## config.mk

```make
export PLATFORM = sky130hd
export DESIGN_NAME = coin_pulse_classifier
export DESIGN_NICKNAME = d
export VERILOG_FILES = /design/src/rtl/coin_pulse_classifier.sv
export SDC_FILE = /design/constraint.sdc
export NUM_CORES = 1
export LEC_CHECK = 0
export BUFFER_PORTS_ARGS = -buffer_cell sky130_fd_sc_hd__buf_2
export CAP_MARGIN = 40
export CELL_PAD_IN_SITES_DETAIL_PLACEMENT = 0
export CELL_PAD_IN_SITES_GLOBAL_PLACEMENT = 1
export CORE_MARGIN = 1.5
export CORE_UTILIZATION = 49
export CTS_BUF_LIST = sky130_fd_sc_hd__clkbuf_4
export DETAILED_ROUTE_END_ITERATION = 8
export GPL_TIMING_DRIVEN = 0
export PLACE_DENSITY_LB_ADDON = 0.1
export SLEW_MARGIN = 20
export SYNTH_ARGS = -nofsm -noshare
export SYNTH_HDL_FRONTEND = slang
export SYNTH_SLANG_ARGS = --single-unit
export TNS_END_PERCENT = 1
```

## constraint.sdc

```tcl
create_clock -name clk -period 5.3 [get_ports clk]
set_clock_uncertainty 0.05 [all_clocks]
set_input_delay 0.53 -clock clk [delete_from_list [all_inputs] [get_ports clk]]
set_output_delay 0.53 -clock clk [all_outputs]
set_load 0.03 [all_outputs]
```

## src/rtl/coin_pulse_classifier.sv

```systemverilog
// coin_pulse_classifier: measures how long a coin holds the debounced sensor
// high and sorts it into 10/5/2/1 baht or reject, emitting a one-cycle strobe.
// Optional build macro: PIGGY_REJECT_TALLY_EN adds a saturating reject tally
// on reject_count. Without it, reject_count is tied to zero.
module coin_pulse_classifier #(
  parameter int CNT_W   = 12,
  parameter int T1_MIN  = 100,
  parameter int T2_MIN  = 200,
  parameter int T5_MIN  = 400,
  parameter int T10_MIN = 800,
  parameter int T_MAX   = 1600,
  parameter int GAP_CYC = 500
) (
  input  logic       clk,
  input  logic       rst,
  input  logic       sense_in,
  output logic       coin_10,
  output logic       coin_5,
  output logic       coin_2,
  output logic       coin_1,
  output logic       reject,
  output logic       busy,
  output logic [7:0] reject_count
);

  localparam int GAP_W = (GAP_CYC < 2) ? 1 : $clog2(GAP_CYC + 1);

  localparam logic [CNT_W-1:0] T1_C   = CNT_W'(T1_MIN);
  localparam logic [CNT_W-1:0] T2_C   = CNT_W'(T2_MIN);
  localparam logic [CNT_W-1:0] T5_C   = CNT_W'(T5_MIN);
  localparam logic [CNT_W-1:0] T10_C  = CNT_W'(T10_MIN);
  localparam logic [CNT_W-1:0] TMAX_C = CNT_W'(T_MAX);
  localparam logic [GAP_W-1:0] GAP_C  = GAP_W'(GAP_CYC);

  typedef enum logic [1:0] {IDLE, MEASURE, JAM, GAP} state_t;

  state_t             state;
  logic [CNT_W-1:0]   cnt;
  logic [GAP_W-1:0]   gap;
  logic               s_q;
  logic               rise;

  // s_q resets high so a line already high at reset release is never a rising edge
  assign rise = sense_in & ~s_q;

  // Pulse-width FSM; strobes and busy are registered and strobes default low each cycle
  always_ff @(posedge clk) begin
    if (rst) begin
      state   <= IDLE;
      cnt     <= '0;
      gap     <= '0;
      s_q     <= 1'b1;
      coin_10 <= 1'b0;
      coin_5  <= 1'b0;
      coin_2  <= 1'b0;
      coin_1  <= 1'b0;
      reject  <= 1'b0;
      busy    <= 1'b0;
    end else begin
      s_q     <= sense_in;
      coin_10 <= 1'b0;
      coin_5  <= 1'b0;
      coin_2  <= 1'b0;
      coin_1  <= 1'b0;
      reject  <= 1'b0;
      case (state)
        IDLE: begin
          if (rise) begin
            cnt   <= CNT_W'(1);
            state <= MEASURE;
            busy  <= 1'b1;
          end
        end
        MEASURE: begin
          if (sense_in) begin
            cnt <= cnt + 1'b1;
            // cnt is about to pass T_MAX: the coin is stuck, flag it once
            if (cnt == TMAX_C) begin
              reject <= 1'b1;
              state  <= JAM;
            end
          end else begin
            if (cnt < T1_C)       reject  <= 1'b1;
            else if (cnt < T2_C)  coin_1  <= 1'b1;
            else if (cnt < T5_C)  coin_2  <= 1'b1;
            else if (cnt < T10_C) coin_5  <= 1'b1;
            else                  coin_10 <= 1'b1;
            gap   <= GAP_C;
            state <= GAP;
          end
        end
        JAM: begin
          if (!sense_in) begin
            gap   <= GAP_C;
            state <= GAP;
          end
        end
        GAP: begin
          // sensor activity is ignored until the lockout expires
          if (gap == '0) begin
            state <= IDLE;
            busy  <= 1'b0;
          end else begin
            gap <= gap - 1'b1;
          end
        end
        default: begin
          state <= IDLE;
          busy  <= 1'b0;
        end
      endcase
    end
  end

`ifdef PIGGY_REJECT_TALLY_EN
  logic [7:0] tally;

  // Saturating count of reject strobes, cleared only by reset
  always_ff @(posedge clk) begin
    if (rst)                          tally <= 8'h00;
    else if (reject && tally != 8'hFF) tally <= tally + 8'h01;
  end

  assign reject_count = tally;
`else
  assign reject_count = 8'h00;
`endif

endmodule

```

**Word level (Yosys, flattened, before mapping)**

Index checks and enable logic that the tools add are counted.

- $add $sub $neg: 2
- Multiplexer cells: 22
- Reductions and logical operators: 14
- Magnitude comparators: 4
- Bitwise operators: 3
- Eq/ne operators: 11

Operators by type and width:

| operator | number |
|---|---|
| 12-bit 2-to-1 mux | 2 |
| 12-bit case mux with 2 select lines | 1 |
| 9-bit 2-to-1 mux | 2 |
| 9-bit case mux with 2 select lines | 1 |
| 12-bit by 1-bit adder with 12-bit output, second input constant | 1 |
| 12-bit by 11-bit equality test with 1-bit output, second input constant | 1 |
| 12-bit by 10-bit less-than comparator with 1-bit output, second input constant | 1 |
| 12-bit by 7-bit less-than comparator with 1-bit output, second input constant | 1 |
| 12-bit by 8-bit less-than comparator with 1-bit output, second input constant | 1 |
| 12-bit by 9-bit less-than comparator with 1-bit output, second input constant | 1 |
| 2-bit inequality test, second input constant | 6 |
| 2-bit 2-to-1 mux | 5 |
| 9-bit zero test | 1 |
| 1-bit 2-to-1 mux | 9 |
| 3-bit AND reduction | 3 |
| 9-bit by 1-bit subtractor with 9-bit output, second input constant | 1 |
| 2-bit case mux with 4 select lines | 1 |
| 2-bit nonzero test | 3 |
| 6-bit OR reduction | 1 |
| 5-bit OR reduction | 1 |
| 2-bit equality test, second input constant | 2 |
| 4-bit AND reduction | 1 |
| 2-bit OR reduction | 2 |
| 4-bit OR reduction | 1 |
| other kinds (6) | 7 |

- Word-level logic and storage cells: 66
- Output and inout port bits: 14
- Input port bits: 3
- Register bits after elaboration: 30

**Logic depth before layout (Yosys ltp)**

Gate-level depths: netlist of the first run.

- Depth after elaboration: 4
- Mapped depth: 8
- Gate-level depth less buffers: 6

**Worst setup path before layout of the first run**

Ideal clock, no wire load.

- Path kind: register to register
- Start: register state[0]
- End: register cnt[7]
- Buffers on the path: 2
- Cell stages (with the launch flop): 9
- Slack: 3.353 ns
- Arrival time: 1.838 ns
- Setup time: 0.059 ns
- Period minus slack after synthesis: 1.947 ns
- Required time: 5.191 ns
- Cell sequence: dfxtp_1 > inv_1 > ha_1 > buf_2 > nor4bb_1 > or2_1 > buf_2 > or4_1 > nand2_1

- Word-level cells in the longest chain between the ends: 3
- Elaborated cells between the ends (all ways): 7
- Those cells by class: 3 x eq/ne; 1 x mux; 3 x reduce/logical

RTL lines:

| what | line | source |
|---|---|---|
| start, declared | 37 | `state_t state;` |
| start signal, assigned | 49 | `state <= IDLE;` |
| start signal, assigned | 70 | `state <= MEASURE;` |
| start signal, assigned | 80 | `state <= JAM;` |
| 2-bit by 1-bit equality test with 1-bit output / 2-bit zero test (equally long branches) | 66 | `case (state)` |
| 2-bit inequality test (no source line) / 2-bit nonzero test (equally long branches) | -- |  |
| 3-bit AND reduction (no source line) | -- |  |
| end signal, assigned | 76 | `cnt <= cnt + 1'b1;` |
| end, declared | 38 | `logic [CNT_W-1:0] cnt;` |

Parallel ways exist; a longest one is shown, timed or not.
A chain may end at the register's enable or synchronous reset.

**Worst setup path in the final report of the first run**

- Start: register state[0]
- End: register cnt[9]

Same word-level chain as after synthesis.

==> results of run 1 <==
-- cells in the final DEF (no fill, tap or decap), types with 4 or more instances in the layout --
cell,synthesis,layout
ha_1,7,7
buf_4,9,9
and3_1,4,4
inv_1,10,10
clkbuf_4,0,7
buf_2,7,14
nand2_1,19,19
nand4_1,6,6
nor2_1,14,14
dfxtp_1,30,30
a21oi_1,15,15
or3_1,5,5
nand3_1,7,7
xor2_1,5,5
conb_1,1,8
nor3_1,6,6
o21ai_0,12,12
or4_1,4,4
o211ai_1,5,5
-- flip-flops by register name, indices dropped and copies added, names as in the netlist --
| register | flops |
|---|---|
| busy | 1 |
| cnt | 12 |
| coin_1 | 1 |
| coin_10 | 1 |
| coin_2 | 1 |
| coin_5 | 1 |
| gap | 9 |
| reject | 1 |
| s_q | 1 |
| state | 2 |
-- critical path: stages, from the launching register on --
cell and delay [ps]:
dfxtp_1 430, inv_1 90, ha_1 190, buf_2 170, a21boi_4 280, nand3_2 180, or4b_1 520, a21oi_1 160
-- path summary, 6_finish.rpt --
check | startpoint | depth (start not counted) | endpoint
hold / removal | rst | 3 | s_q
setup / recovery | state[0] | 7 | cnt[9]
hold reg to reg | gap[2] | 2 | gap[2]
setup reg to reg | state[0] | 7 | cnt[9]
-- cell families after synthesis --
logic type               Yosys count
AO/OA/AOI/OAI                     50
XOR/XNOR                           5
adder cells (fa/ha/maj)            7
buffers and inverters             29
flip-flops                        30
multiplexers                       2
other                              1
AND/OR/NAND/NOR                   85
-- power breakdown --
group | leakage [nW] | internal, mW | switching (mW) | total, mW
Sequential | 0.244 | 0.257 | 0.0376 | 0.295
Clock | 0.0322 | 0.0602 | 0.0741 | 0.134
Combinational | 0.498 | 0.131 | 0.202 | 0.334
Total | 0.774 | 0.449 | 0.314 | 0.763
-- layer usage --
metal / share of wire, % / wire (um) / GRT usage (%) / up-vias
met5: 0 / 0 / 0 / -
met4: 1.4 / 51 / 5.83 / 0
met3: 4.1 / 147 / 5.80 / 6
met2: 45 / 1600 / 30.8 / 26
met1: 50 / 1770 / 26.2 / 739
li1: - / - / - / 786
-- area by class of cell --
class	count	area, um2	area share [%]
plain buffers	19	114	6.02
multi-input cells	157	995	52.6
repair buffers	7	35.0	1.85
well taps	46	57.6	3.04
inverters	10	37.5	1.98
clock buffers	7	52.6	2.78
flip-flops and latches	30	601	31.7
==> impl_metrics.ini, run 1 <==
[run_status]
outcome = finished clean

[detailed_routing]
detail_route.wl_per_cell_um = 12.9
ant_nets = 0
drc_errors = 0
detail_route.vias_per_cell = 5.64
dr.pass1.iters = 4
wl_um = 3560
vias = 1557
drt-initial-drc-count = 119

[layout]
antenna_cells = 0
final_layout_size_suffix_gt1_share_pct = 17.0
stdcell_count = 276
nets = 240
final_util_pct = 56.3
syn2layout_area_growth_pct = 9.96
fillCellCount = 351
fin_area_um2 = 1890

[floorplanning]
dieArea_um2 = 3880
num_io_pins = 17
num_rows = 21
die_y_um = 62.3
die_x_um = 62.3
core_um2 = 3360
start_util_pct = 51.2

[yosys]
synth_top_family_by_area = simple AND/OR/NAND/NOR gates
ys_seq_elements = 30
yosys.area_share.simple_pct = 27.0
async_flop_share_pct = 0
ys.flop_type = dfxtp_1
synth_most_common_cell = dfxtp_1
yosys.cell_types.count = 44
synth_edf_count = 0
yosysWarnings = 0
synth_cells = 209
synth_fa_ha_area_share_pct = 5.09
post-synth-top-area-cell = dfxtp_1
synth-xor-area-share_pct = 2.55
synth.mux.area_fraction_pct = 1.16
yosys-top-cells-count = dfxtp_1, nand2_1, a21oi_1
synth_top_area_share_pct = 34.9
synth-compound-area-share_pct = 20.3
ys_top_cells_by_area = dfxtp_1, ha_1, a21oi_1
ys_seq_area_share_pct = 34.9
synth.avg_cell_area_um2 = 8.23
syn_area_um2 = 1720

[sta]
final-setup-viol-count = 0
tightest_slew_ps = 517
rsz0062_at_grt = false
timing.final.crit_share_pct = 40.5
slew_viol_final = 0
whs_ps = 429
min_period_ps = 2140
hold_viol_final = 0
finalSetupTns_ps = 0
slew-limit-headroom_pct = 65.5
fmax_mhz = 466
worst_slack_ps = 3160

[cts]
clkTransAtPathRegs_ps = 100
ctsRootBufferMaster = clkbuf_4
htree_levels = 2
numCtsBuffers = 5
clockBufferDepth = 2
clock_latency_ps = 330
cts_resized = 0
cts-hold-fix-buffers = 0
clock-sinks = 30
cts_setup_buffers = 0
cts_tree = yes

[setup_path]
start_kind = flop
endpoint_kind = flop
cp_data_arrival_time_ps = 2350
r2r_slack_ps = 3160
critPathRequiredTime_ps = 5500
crit_fanout = 10
worstSetupPathType = reg2reg

[global_routing]
grt.total_usage_pct = 19.6
grt_max_degree = 11
grt_pass1_vias = 1333
antenna_found_initial = 0
grt_overflow = 0
grt_pass1_wl_um = 6090

[power_and_ir_drop]
p_leak_nw = 0.774
peakVddDrop_uv = 216
power_uw = 763
p_per_area_nw_per_um2 = 403

[placement]
dp_hpwl_um = 2730
dpl_worst_slack_ps = 3200
gp_congestion = 0.855
post_dp_cell_area_um2 = 1840
dp.cells = 269
io_buffers = 7

[min_path]
worstHoldPathType = in2reg

[run]
maxCapViolCount = 0
No activity file was read; power rests on OpenSTA's default activity.
==> run 2, diff against run 1 <==
--- a/config.mk
+++ b/config.mk
@@ -5,12 +5,13 @@
 export SDC_FILE = /design/constraint.sdc
 export NUM_CORES = 1
 export LEC_CHECK = 0
+export ABC_AREA = 1
 export BUFFER_PORTS_ARGS = -buffer_cell sky130_fd_sc_hd__buf_2
 export CAP_MARGIN = 40
 export CELL_PAD_IN_SITES_DETAIL_PLACEMENT = 0
 export CELL_PAD_IN_SITES_GLOBAL_PLACEMENT = 1
 export CORE_MARGIN = 1.5
-export CORE_UTILIZATION = 49
+export CORE_UTILIZATION = 43
 export CTS_BUF_LIST = sky130_fd_sc_hd__clkbuf_4
 export DETAILED_ROUTE_END_ITERATION = 8
 export GPL_TIMING_DRIVEN = 0
==> constraint.sdc (replaced) <==
create_clock -name clk -period 2.2 [get_ports clk]
set_clock_uncertainty 0.05 [all_clocks]
set_input_delay 0.22 -clock clk [delete_from_list [all_inputs] [get_ports clk]]
set_output_delay 0.22 -clock clk [all_outputs]
set_load 0.03 [all_outputs]
==> impl_metrics.ini, run 2 <==
[setup_path]
cpMostUsedCell = inv_1
r2r_slack_ps = 280
crit_fanout = 9
start_kind = flop
cp_data_arrival_time_ps = 2150
critPathRequiredTime_ps = 2430
slowest_stage = a31oi_1
worstSetupPathType = reg2reg
path_buf_inv = 4
crit_chain = inv_1, ha_1, buf_2, inv_1, a31oi_1, inv_1, a21oi_1, o21a_1
cpPeakStageDelay_ps = 410
path_delay_family = compound AO/OA/AOI/OAI gates
endpoint_kind = flop

[sta]
fmax_mhz = 522
finalSetupTns_ps = 0
final-setup-viol-count = 0
whs_ps = 128
min_period_ps = 1920
slew-limit-headroom_pct = 65.9
slew_viol_final = 0
timing.final.crit_share_pct = 87.0
tightest_slew_ps = 511
rsz0062_at_grt = false
hold_viol_final = 0

[yosys]
synth_edf_count = 0
ys.flop_type = dfxtp_1
post-synth-top-area-cell = dfxtp_1
ys_top_cells_by_area = dfxtp_1, nand2_1, inv_1
synth_most_common_cell = nand2_1
ys_seq_elements = 30
synth_top_area_share_pct = 34.4
syn_area_um2 = 1750
ys_seq_area_share_pct = 34.4
yosys-top-cells-count = nand2_1, inv_1, nor2_1
synth.avg_cell_area_um2 = 6.64
synth_cells = 263
yosysWarnings = 0
yosys.cell_types.count = 31
async_flop_share_pct = 0

[layout]
fin_area_um2 = 1920
syn2layout_area_growth_pct = 10.3
layout_commonest_cell = nand2_1
ff_latch_area_um2 = 601
top_regs = cnt: 12 flops, gap: 9 flops, state: 2 flops
antenna_cells = 0
mostFrequentLayoutCells = nand2_1, inv_1, nor2_1
final_layout_size_suffix_gt1_share_pct = 12.6
nets = 295
top_register = cnt
multi_input_area_um2 = 936
fillCellCount = 377
largest_reg_flops = 12

[cts]
htree_levels = 2
cts-hold-fix-buffers = 0
cts_tree = yes
clkTransAtPathRegs_ps = 90
cts_setup_buffers = 0
ctsRootBufferMaster = clkbuf_4
cts_resized = 0
clockBufferDepth = 2
clock-sinks = 30
numCtsBuffers = 5
clock_latency_ps = 330

[detailed_routing]
detail_route.vias_per_cell = 4.69
detail_route.wl_per_cell_um = 10.4
vias = 1561
ant_nets = 0
drt-initial-drc-count = 96
dr.pass1.iters = 4
wl_um = 3460
drc_errors = 0

[global_routing]
grt_max_degree = 11
grt_pass1_wl_um = 6130
grt_overflow = 0
grt.total_usage_pct = 18.2
antenna_found_initial = 0
grt_pass1_vias = 1409

[power_and_ir_drop]
p_leak_nw = 0.927
p_per_area_nw_per_um2 = 1090
peakVddDrop_uv = 747

[floorplanning]
die_y_um = 66.7
die_x_um = 66.7
start_util_pct = 46.3
num_io_pins = 17
num_rows = 22
core_um2 = 3770
dieArea_um2 = 4450

[min_path]
worstHoldPathType = in2reg

[placement]
io_buffers = 8
gp_congestion = 0.768
post_dp_cell_area_um2 = 1870
dp_hpwl_um = 2640

[run]
maxCapViolCount = 0

[run_status]
outcome = finished clean
## run 2: changes by cell type in the layout (fill, tap and decap cells not counted), sizes merged, moves of 5 or more
cell   delta
o21ai     +6
nand2    +45
nand4     -5
inv      +32
nand3    +10
nor2     +21
buf       -6
or3       -5
## run 2: area by class of cell
cell class | count | area share [%]
tap | 48 | 3.12
multi-input combinational | 187 | 48.6
inverter | 42 | 8.45
timing repair buffer | 8 | 2.08
sequential | 30 | 31.2
clock buffer | 7 | 2.73
buffer | 11 | 3.77
## run 2: layer usage
layer	part of all wire [%]	vias up	GRT usage, %
li1	-	862	-
met1	51	660	25.1
met2	41	33	26.8
met3	5.6	6	5.07
met4	1.6	0	6.89
met5	0	-	0
## run 2: power by group
group | switching [mW] | internal (mW) | total [mW]
clock | 0.186 | 0.145 | 0.331
sequential | 0.0838 | 0.650 | 0.734
combinational | 0.681 | 0.344 | 1.03
total | 0.951 | 1.14 | 2.09
## run 2: path summary, 6_finish.rpt
kind | start | cells past startpoint | endpoint
hold / removal | sense_in | 2 | reject
setup reg to reg | state[1] | 8 | cnt[5]
setup / recovery | state[1] | 8 | cnt[5]
hold reg to reg | busy | 2 | busy
## run 2: cells by family (layout without fill, tap and decap cells)
group / Yosys count / count (layout) / synth area share, %
AOI/OAI and AO/OA: 41 / 41 / 13.3
and+or+nand+nor: 130 / 130 / 33.1
adders and majority gates: 7 / 7 / 5.02
other: 1 / 8 / 0.215
buffers and inverters: 53 / 68 / 13.5
DFF: 30 / 30 / 34.4
xor gates and xnor gates: 1 / 1 / 0.502
## run 2: stage by stage
| stage | power, mW | setup WS [ps] | util (%) | instances |
|---|---|---|---|---|
| floorplan | 1.57 | 585 | - | 270 |
| global placement | 1.77 | 258 | 49.6 | 326 |
| detailed placement | 1.77 | 249 | 49.6 | 326 |
| CTS | 2.12 | 223 | 51.0 | 333 |
| global route | 2.29 | 37.2 | 51.0 | 333 |
| finish | 2.09 | 285 | 51.0 | 333 |
==> run 3, diff against run 2 <==
--- a/config.mk
+++ b/config.mk
@@ -10,7 +10,6 @@
 export CAP_MARGIN = 40
 export CELL_PAD_IN_SITES_DETAIL_PLACEMENT = 0
 export CELL_PAD_IN_SITES_GLOBAL_PLACEMENT = 1
-export CORE_MARGIN = 1.5
 export CORE_UTILIZATION = 43
 export CTS_BUF_LIST = sky130_fd_sc_hd__clkbuf_4
 export DETAILED_ROUTE_END_ITERATION = 8
==> impl_metrics.ini, run 3 (synthesis gave the netlist of run 2 again) <==
[run_status]
outcome = finished clean

[setup_path]
worstSetupPathType = reg2reg
endpoint_kind = flop
reg2reg_depth = 12
cp_data_arrival_time_ps = 2080
worstReg2RegStart = state[0]
critPathRequiredTime_ps = 2430
start_kind = flop
crit_chain = inv_1, ha_1, inv_1, o21ai_2, nand2_4, inv_6, nand3_2, nor2_4, nand2_1, nand2_1, nand2_1, nor2_1
r2r_slack_ps = 340
crit_fanout = 6
path_buf_inv = 3
cpPeakStageDelay_ps = 360
slowest_stage = dfxtp_1
cpMostUsedCell = nand2_1
r2r-end = cnt[10]
path_delay_family = simple AND/OR/NAND/NOR gates

[detailed_routing]
drt-initial-drc-count = 69
vias = 1544
ant_nets = 0
dr.pass1.iters = 4
detail_route.wl_per_cell_um = 10.5
wl_um = 3490
drc_errors = 0
detail_route.vias_per_cell = 4.62

[sta]
rsz0062_at_grt = false
min_period_ps = 1860
worst_slack_ps = 344
fmax_mhz = 539
whs_ps = 124
finalSetupTns_ps = 0
slew_viol_final = 0
final-setup-viol-count = 0
hold_viol_final = 0
timing.final.crit_share_pct = 84.4

[cts]
clkTransAtPathRegs_ps = 100
cts_setup_buffers = 0
cts-hold-fix-buffers = 0
cts_tree = yes
ctsRootBufferMaster = clkbuf_4
clock-sinks = 30
clockBufferDepth = 2
numCtsBuffers = 5
cts_resized = 0
htree_levels = 2
clock_latency_ps = 330

[layout]
syn2layout_area_growth_pct = 10.4
final_layout_size_suffix_gt1_share_pct = 12.2
fillCellCount = 398
top_regs = cnt: 12 flops, gap: 9 flops, state: 2 flops
fin_area_um2 = 1930
largest_reg_flops = 12
nets = 295
antenna_cells = 0
mostFrequentLayoutCells = nand2_1, inv_1, nor2_1
top_register = cnt
layout_commonest_cell = nand2_1

[global_routing]
grt_pass1_vias = 1372
grt_overflow = 0
grt.total_usage_pct = 18.9
grt_pass1_wl_um = 6140
antenna_found_initial = 0
grt_max_degree = 11

[placement]
gp_congestion = 0.789
dp_hpwl_um = 2630
post_dp_cell_area_um2 = 1870
io_buffers = 8
dpl_worst_slack_ps = 248

[power_and_ir_drop]
p_leak_nw = 0.923
peakVddDrop_uv = 581
power_mw = 2.09
p_per_area_nw_per_um2 = 1080

[min_path]
holdPathStages = 2
min_from = sense_in
worstHoldPathType = in2reg
hold_end = reject

[floorplanning]
num_io_pins = 17
die_y_um = 65.7
die_x_um = 65.7
dieArea_um2 = 4320
core_um2 = 3770
num_rows = 22
start_util_pct = 46.3

[run]
maxCapViolCount = 0
==> run 3: final cells by class <==
cell class / instances / area (um2) / share of cell area, %
clock inverter: 3 / 11.3 / 0.584
timing repair buffer: 8 / 40.0 / 2.08
inverter: 42 / 163 / 8.44
clock buffer: 5 / 37.5 / 1.95
buffer: 11 / 72.6 / 3.77
tap: 48 / 60.1 / 3.12
multi-input combinational: 187 / 942 / 48.9
sequential: 30 / 601 / 31.2
==> run 3: worst max-delay path by stage <==
| stage | startpoint | end | cells after the start |
|---|---|---|---|
| global route | state[0] | cnt[8] | 12 |
| finish | state[0] | cnt[10] | 12 |
| detailed placement | state[1] | cnt[5] | 8 |
| global placement | state[1] | cnt[5] | 8 |
| floorplan | state[1] | cnt[8] | 11 |
| CTS | state[1] | cnt[5] | 8 |
==> run 3: per-layer routing <==
layer | track usage [%] | share of wire, % | vias to the layer above
li1 | - | - | 863
met1 | 26.6 | 54 | 656
met2 | 27.2 | 41 | 20
met3 | 4.17 | 3.3 | 5
met4 | 8.15 | 1.5 | 0
met5 | 0 | 0 | -
==> run 3: stage by stage <==
| stage | utilization (%) | std cells |
|---|---|---|
| final | 51.1 | 334 |
| after global routing | 51.1 | 334 |
| after CTS | 50.9 | 334 |
| after detailed placement | 49.6 | 326 |
| after global placement | 49.6 | 326 |
| after floorplan | - | 270 |
==> run 3: power by group <==
group | switching [mW] | internal, mW
Combinational | 0.692 | 0.347
Clock | 0.202 | 0.114
Sequential | 0.0808 | 0.650
